## src/rtl/alu_result_accumulator.sv

```systemverilog
// rtl/alu_result_accumulator.sv - sums a programmable group of ALU results and emits the total
module alu_result_accumulator #(
  parameter int unsigned DataWidth  = 64,
  parameter int unsigned CountWidth = 8
) (
  input  logic                  clk_i,
  input  logic                  rst_ni,
  input  logic [DataWidth-1:0]  result_i,
  input  logic                  result_valid_i,
  output logic                  result_ready_o,
  input  logic [CountWidth-1:0] acc_len_i,
  output logic [DataWidth-1:0]  acc_o,
  output logic                  acc_overflow_o,
  output logic                  acc_valid_o,
  input  logic                  acc_ready_i,
  output logic                  busy_o
);

  typedef enum logic [1:0] {
    IDLE   = 2'd0,
    ACCUM  = 2'd1,
    OUTPUT = 2'd2
  } state_e;

  state_e                state_q, state_d;
  logic [DataWidth-1:0]  acc_q;
  logic                  ovf_q;
  logic [CountWidth-1:0] count_q;
  logic [CountWidth-1:0] len_q;

  logic                  beat;
  logic                  out_hs;
  logic [CountWidth-1:0] len_eff;
  logic [CountWidth-1:0] count_inc;
  logic [DataWidth:0]    sum;

  assign beat      = result_valid_i && result_ready_o;
  assign out_hs    = acc_valid_o && acc_ready_i;
  // A zero length would never terminate the group, so it is promoted to one.
  assign len_eff   = (acc_len_i == '0) ? CountWidth'(1) : acc_len_i;
  assign count_inc = count_q + CountWidth'(1);
  assign sum       = {1'b0, acc_q} + {1'b0, result_i};

  always_ff @(posedge clk_i or negedge rst_ni) begin
    if (!rst_ni) begin
      state_q <= IDLE;
    end else begin
      state_q <= state_d;
    end
  end

  always_comb begin
    state_d = state_q;
    case (state_q)
      IDLE: begin
        if (beat) begin
          state_d = (len_eff == CountWidth'(1)) ? OUTPUT : ACCUM;
        end
      end
      ACCUM: begin
        if (beat && (count_inc == len_q)) begin
          state_d = OUTPUT;
        end
      end
      OUTPUT: begin
        if (out_hs) begin
          state_d = IDLE;
        end
      end
      default: state_d = IDLE;
    endcase
  end

  always_ff @(posedge clk_i or negedge rst_ni) begin
    if (!rst_ni) begin
      acc_q   <= '0;
      ovf_q   <= 1'b0;
      count_q <= '0;
      len_q   <= '0;
    end else begin
      case (state_q)
        IDLE: begin
          if (beat) begin
            len_q   <= len_eff;
            acc_q   <= result_i;
            ovf_q   <= 1'b0;
            count_q <= CountWidth'(1);
          end
        end
        ACCUM: begin
          if (beat) begin
            acc_q   <= sum[DataWidth-1:0];
            ovf_q   <= ovf_q | sum[DataWidth];
            count_q <= count_inc;
          end
        end
        OUTPUT: begin
          if (out_hs) begin
            acc_q   <= '0;
            ovf_q   <= 1'b0;
            count_q <= '0;
          end
        end
        default: ;
      endcase
    end
  end

  // Ready is held low during reset so no beat is implied before the first clock.
  always_comb begin
    result_ready_o = rst_ni && (state_q != OUTPUT);
    acc_valid_o    = (state_q == OUTPUT);
    busy_o         = (state_q == ACCUM);
    acc_o          = acc_q;
    acc_overflow_o = ovf_q;
  end

endmodule

```

## config.mk

```make
export PLATFORM = sky130hd
export DESIGN_NAME = alu_result_accumulator
export DESIGN_NICKNAME = d
export VERILOG_FILES = /design/src/rtl/alu_result_accumulator.sv
export SDC_FILE = /design/constraint.sdc
export NUM_CORES = 1
export LEC_CHECK = 0
export ABC_AREA = 1
export CAP_MARGIN = 30
export CELL_PAD_IN_SITES_DETAIL_PLACEMENT = 0
export CELL_PAD_IN_SITES_GLOBAL_PLACEMENT = 2
export CORE_MARGIN = 3
export CORE_UTILIZATION = 28
export DETAILED_ROUTE_END_ITERATION = 10
export GPL_TIMING_DRIVEN = 0
export PLACE_DENSITY_LB_ADDON = 0.1
export RECOVER_POWER = 50
export SLEW_MARGIN = 0
export SYNTH_ARGS = -nofsm -noshare
export SYNTH_HDL_FRONTEND = slang
export SYNTH_SLANG_ARGS = --single-unit
```

## constraint.sdc

```tcl
create_clock -name clk_i -period 2.6 [get_ports clk_i]
set_clock_uncertainty 0.05 [all_clocks]
set_input_delay 0.39 -clock clk_i [delete_from_list [all_inputs] [get_ports clk_i]]
set_output_delay 0.39 -clock clk_i [all_outputs]
set_load 0.05 [all_outputs]
```

==> metrics.md <==
| Metric | Value |
|---|---|
| Setup WS pre-CTS | `-536 ps` |
| Max Buffers Root-to-Sink | `2` |
| Kind of critical path | `flip-flop to primary output` |
| Final setup fails | `0` |
| Critical Path End Type | `primary output` |
| Hold Slack | `459 ps` |
| Overall power | `17.9 mW` |
| Routability cong. | `0.949` |
| Cell with the most instances after synthesis | `nand2_1` |
| EDFF count, synth | `0` |
| Die Wd | `193 um` |
| Flop-to-flop setup slack | `180 ps` |
| Wire per inst | `16.6 um` |
| Fin. max-slew vios | `0` |
| Final WS setup | `125 ps` |
| Cell taking the most area after synthesis | `nand2_1` |
| Worst hold path startpoint | `len_q[7]` |
| Synthesized cell area | `9780 um2` |
| Core Area | `34000 um2` |
| Met2 WL | `17200 um` |
| Cts bufs inserted | `9` |
| # IOs | `144` |
| Dpl hpwl | `33900 um` |
| Critical path required time | `2160 ps` |
| Period utilization | `95.2%` |
| Slew at the pin closest to its max-slew limit | `1350 ps` |
| CTS tree | `yes` |
| Crit-path leading delay family | `buffers and inverters` |
| DR DRC count | `0` |
| Met3 WL post-DR | `1650 um` |
| Antenna violations before repair | `1` |
| GRT Util Overall | `21.6%` |
| FP Rows | `67` |
| Critical path's slowest cell | `clkdlybuf4s50_1` |
| Area Growth Syn to Fin | `25.8%` |
| Worst r2r path cells | `9` |
| Routed Antenna Nets | `0` |
| First-pass GRT wire length | `60500 um` |
| LEAKAGE | `6.70 nW` |
| Design area | `12300 um2` |
| Register area share after synthesis | `21.2%` |
| Critical Path Max Stage Delay | `850 ps` |
| # port buffers | `143` |
| Ant diodes | `0` |
| Count of different cell masters after synthesis | `36` |
| Crit-path cells | `inv_1 > ha_1 > clkdlybuf4s50_1` |
| Synth async-reset ratio | `100%` |
| CTS Sinks | `83` |
| Clk slew on worst S/H paths | `70 ps` |
| Yosys warns | `0` |
| Root Driver | `clkbuf_16` |
| Hold Path Sink | `len_q[7]` |
| Layout cell share with drive strength beyond 1 | `5.40%` |
| FF-to-FF Start | `acc_o[51]` |
| First-pass DRT Iterations | `5` |
| Pwr dens | `1450 nW/um2` |
| Worst vdd ir | `0.000624 V` |
| Ys flop type | `dfrtp_1` |
| Die Y-Extent | `193 um` |
| Synth top cells by count | `645 x nand2_1, 367 x inv_1, 194 x a21oi_1` |
| Critical Path Start Type | `flip-flop` |
| Bufs and invs on worst path | `2` |
| Top cell type's share of synthesized area | `24.8%` |
| Max Fclk | `0.404 GHz` |
| Vias in the first global route | `10352` |
| DIE AREA | `37200 um2` |
| Later-pin clock latency in the skew report | `400 ps` |
| RSZ-0062 raised after global routing | `no` |
| Max-cap violations | `0` |
| H-tree depth | `3` |
| Fillers | `3932` |
| Drt initial violations | `613` |
| Wl on met1 | `20400 um` |
| Status | `finished, final reports clean` |
| Placed Instance Area | `11800 um2` |
| Syn_nets | `1922` |
| Final min period | `2470 ps` |
| Depth of the worst hold-timing path | `2` |
| Worst EP arrival | `2030 ps` |
| R2r endpoint | `acc_o[55]` |
| #FFs+latches synth | `83` |
| Initial Util | `28.8%` |
| Vias | `10819` |
| Max FO, Critical Path | `4` |
| Largest net degree at the start of global routing | `50` |
| Grt ovf | `0` |
| Drt via density | `4.52` |
| Synth area leaders | `nand2_1 25%, dfrtp_1 21%, inv_1 14%, a21oi_1 9.9%, ha_1 8.8%` |
| Synthesized instance count | `1776` |
| Top sig layer | `met5` |
| Nets | `2085` |
| HP Class | `flip-flop to flip-flop` |
| Final hold violation count | `0` |
| Wirelength, routed | `39700 um` |
| Slew headroom | `10.2%` |
| Mean post-synth cell area | `5.51 um2` |
[cells in the final DEF, fill, tap and decap left out, types with 5 or more instances in the layout]
master             n
nand2_2           19
nand3b_1           8
buf_4              9
ha_2               5
nand3_1           82
or2_2              5
dfrtp_1           83
buf_1              5
nor2_2             9
clkbuf_1           8
dlygate4sd3_1     28
nand2_1          630
nand3_2            9
xnor2_1            5
buf_6              6
clkbuf_16          9
ha_1              62
nand4_1            8
a21oi_2            5
a21oi_1          189
nor2_1           160
clkdlybuf4s50_1  114
o22ai_1            6
o21ai_0           47
nor3_1            18
inv_1            367
[worst register-to-register path, delay by kind of cell, from the launching register on]
kind	cells	cell delay, ps
simple gates	7	1300
fa+ha+maj	1	430
flops	1	410
compound gates	1	160
[worst max-delay path by stage]
stage,start,end,slack [ps],cells after the start
after floorplan,state_q[0],acc_o[0],180,12
after global placement,rst_ni,acc_o[63],-3540,11
after detailed placement,result_i[0],acc_o[38],-540,13
after CTS,result_i[0],acc_o[50],7,13
after global routing,result_i[34],acc_o[56],0.5,13
final,state_q[0],acc_valid_o,130,3
[metal layers]
metal | up-vias | GRT usage, %
met1 | 4815 | 31.9
met5 | - | 0
met2 | 198 | 33.6
met4 | 2 | 4.78
met3 | 20 | 2.65
li1 | 5784 | -
[report_power, final]
group	switching (mW)	total [mW]	internal, mW
Clock	0.665	1.32	0.654
Combinational	9.67	14.1	4.39
Sequential	0.530	2.49	1.96
Total	10.9	17.9	7.00
[flip-flops by register name, summed over array words and instances, names as in the netlist]
signal and cells:
state_q 2, len_q 8, acc_overflow_o 1, acc_o 64, count_q 8
[kinds of logic after synthesis]
family | Yosys count | share of synthesized area [%]
compound gates | 257 | 13.5
fa+ha+maj | 70 | 9.03
simple gates | 959 | 39.5
xor+xnor | 8 | 0.716
flops | 83 | 21.2
buf+inv | 399 | 16.1
[repair_timing]
action,CTS,global route
hold buffers,4,0
setup buffers,2,2
resized for setup,16,36
endpoints found under the setup margin,20,49
hold endpoints to repair,34,0
pin swaps,1,2
[metrics by stage]
step	util [%]	cells	setup TNS (ps)
floorplan	-	1776	0
global placement	34.7	2367	-484590
detailed placement	34.8	2368	-27210
CTS	36.0	2389	0
global route	36.2	2391	0
finish	36.2	2391	0
[area by class of cell]
type	instances	area (um2)	share of cell area [%]
Clock inverter	6	47.5	0.386
Clock buffer	9	225	1.83
Buffer	28	181	1.47
Timing Repair Buffer	152	1500	12.2
Inverter	371	1390	11.3
Tap cell	448	561	4.56
Multi-Input combinational cell	1294	6320	51.3
Sequential cell	83	2080	16.9
No activity file was read; power rests on OpenSTA's default activity.
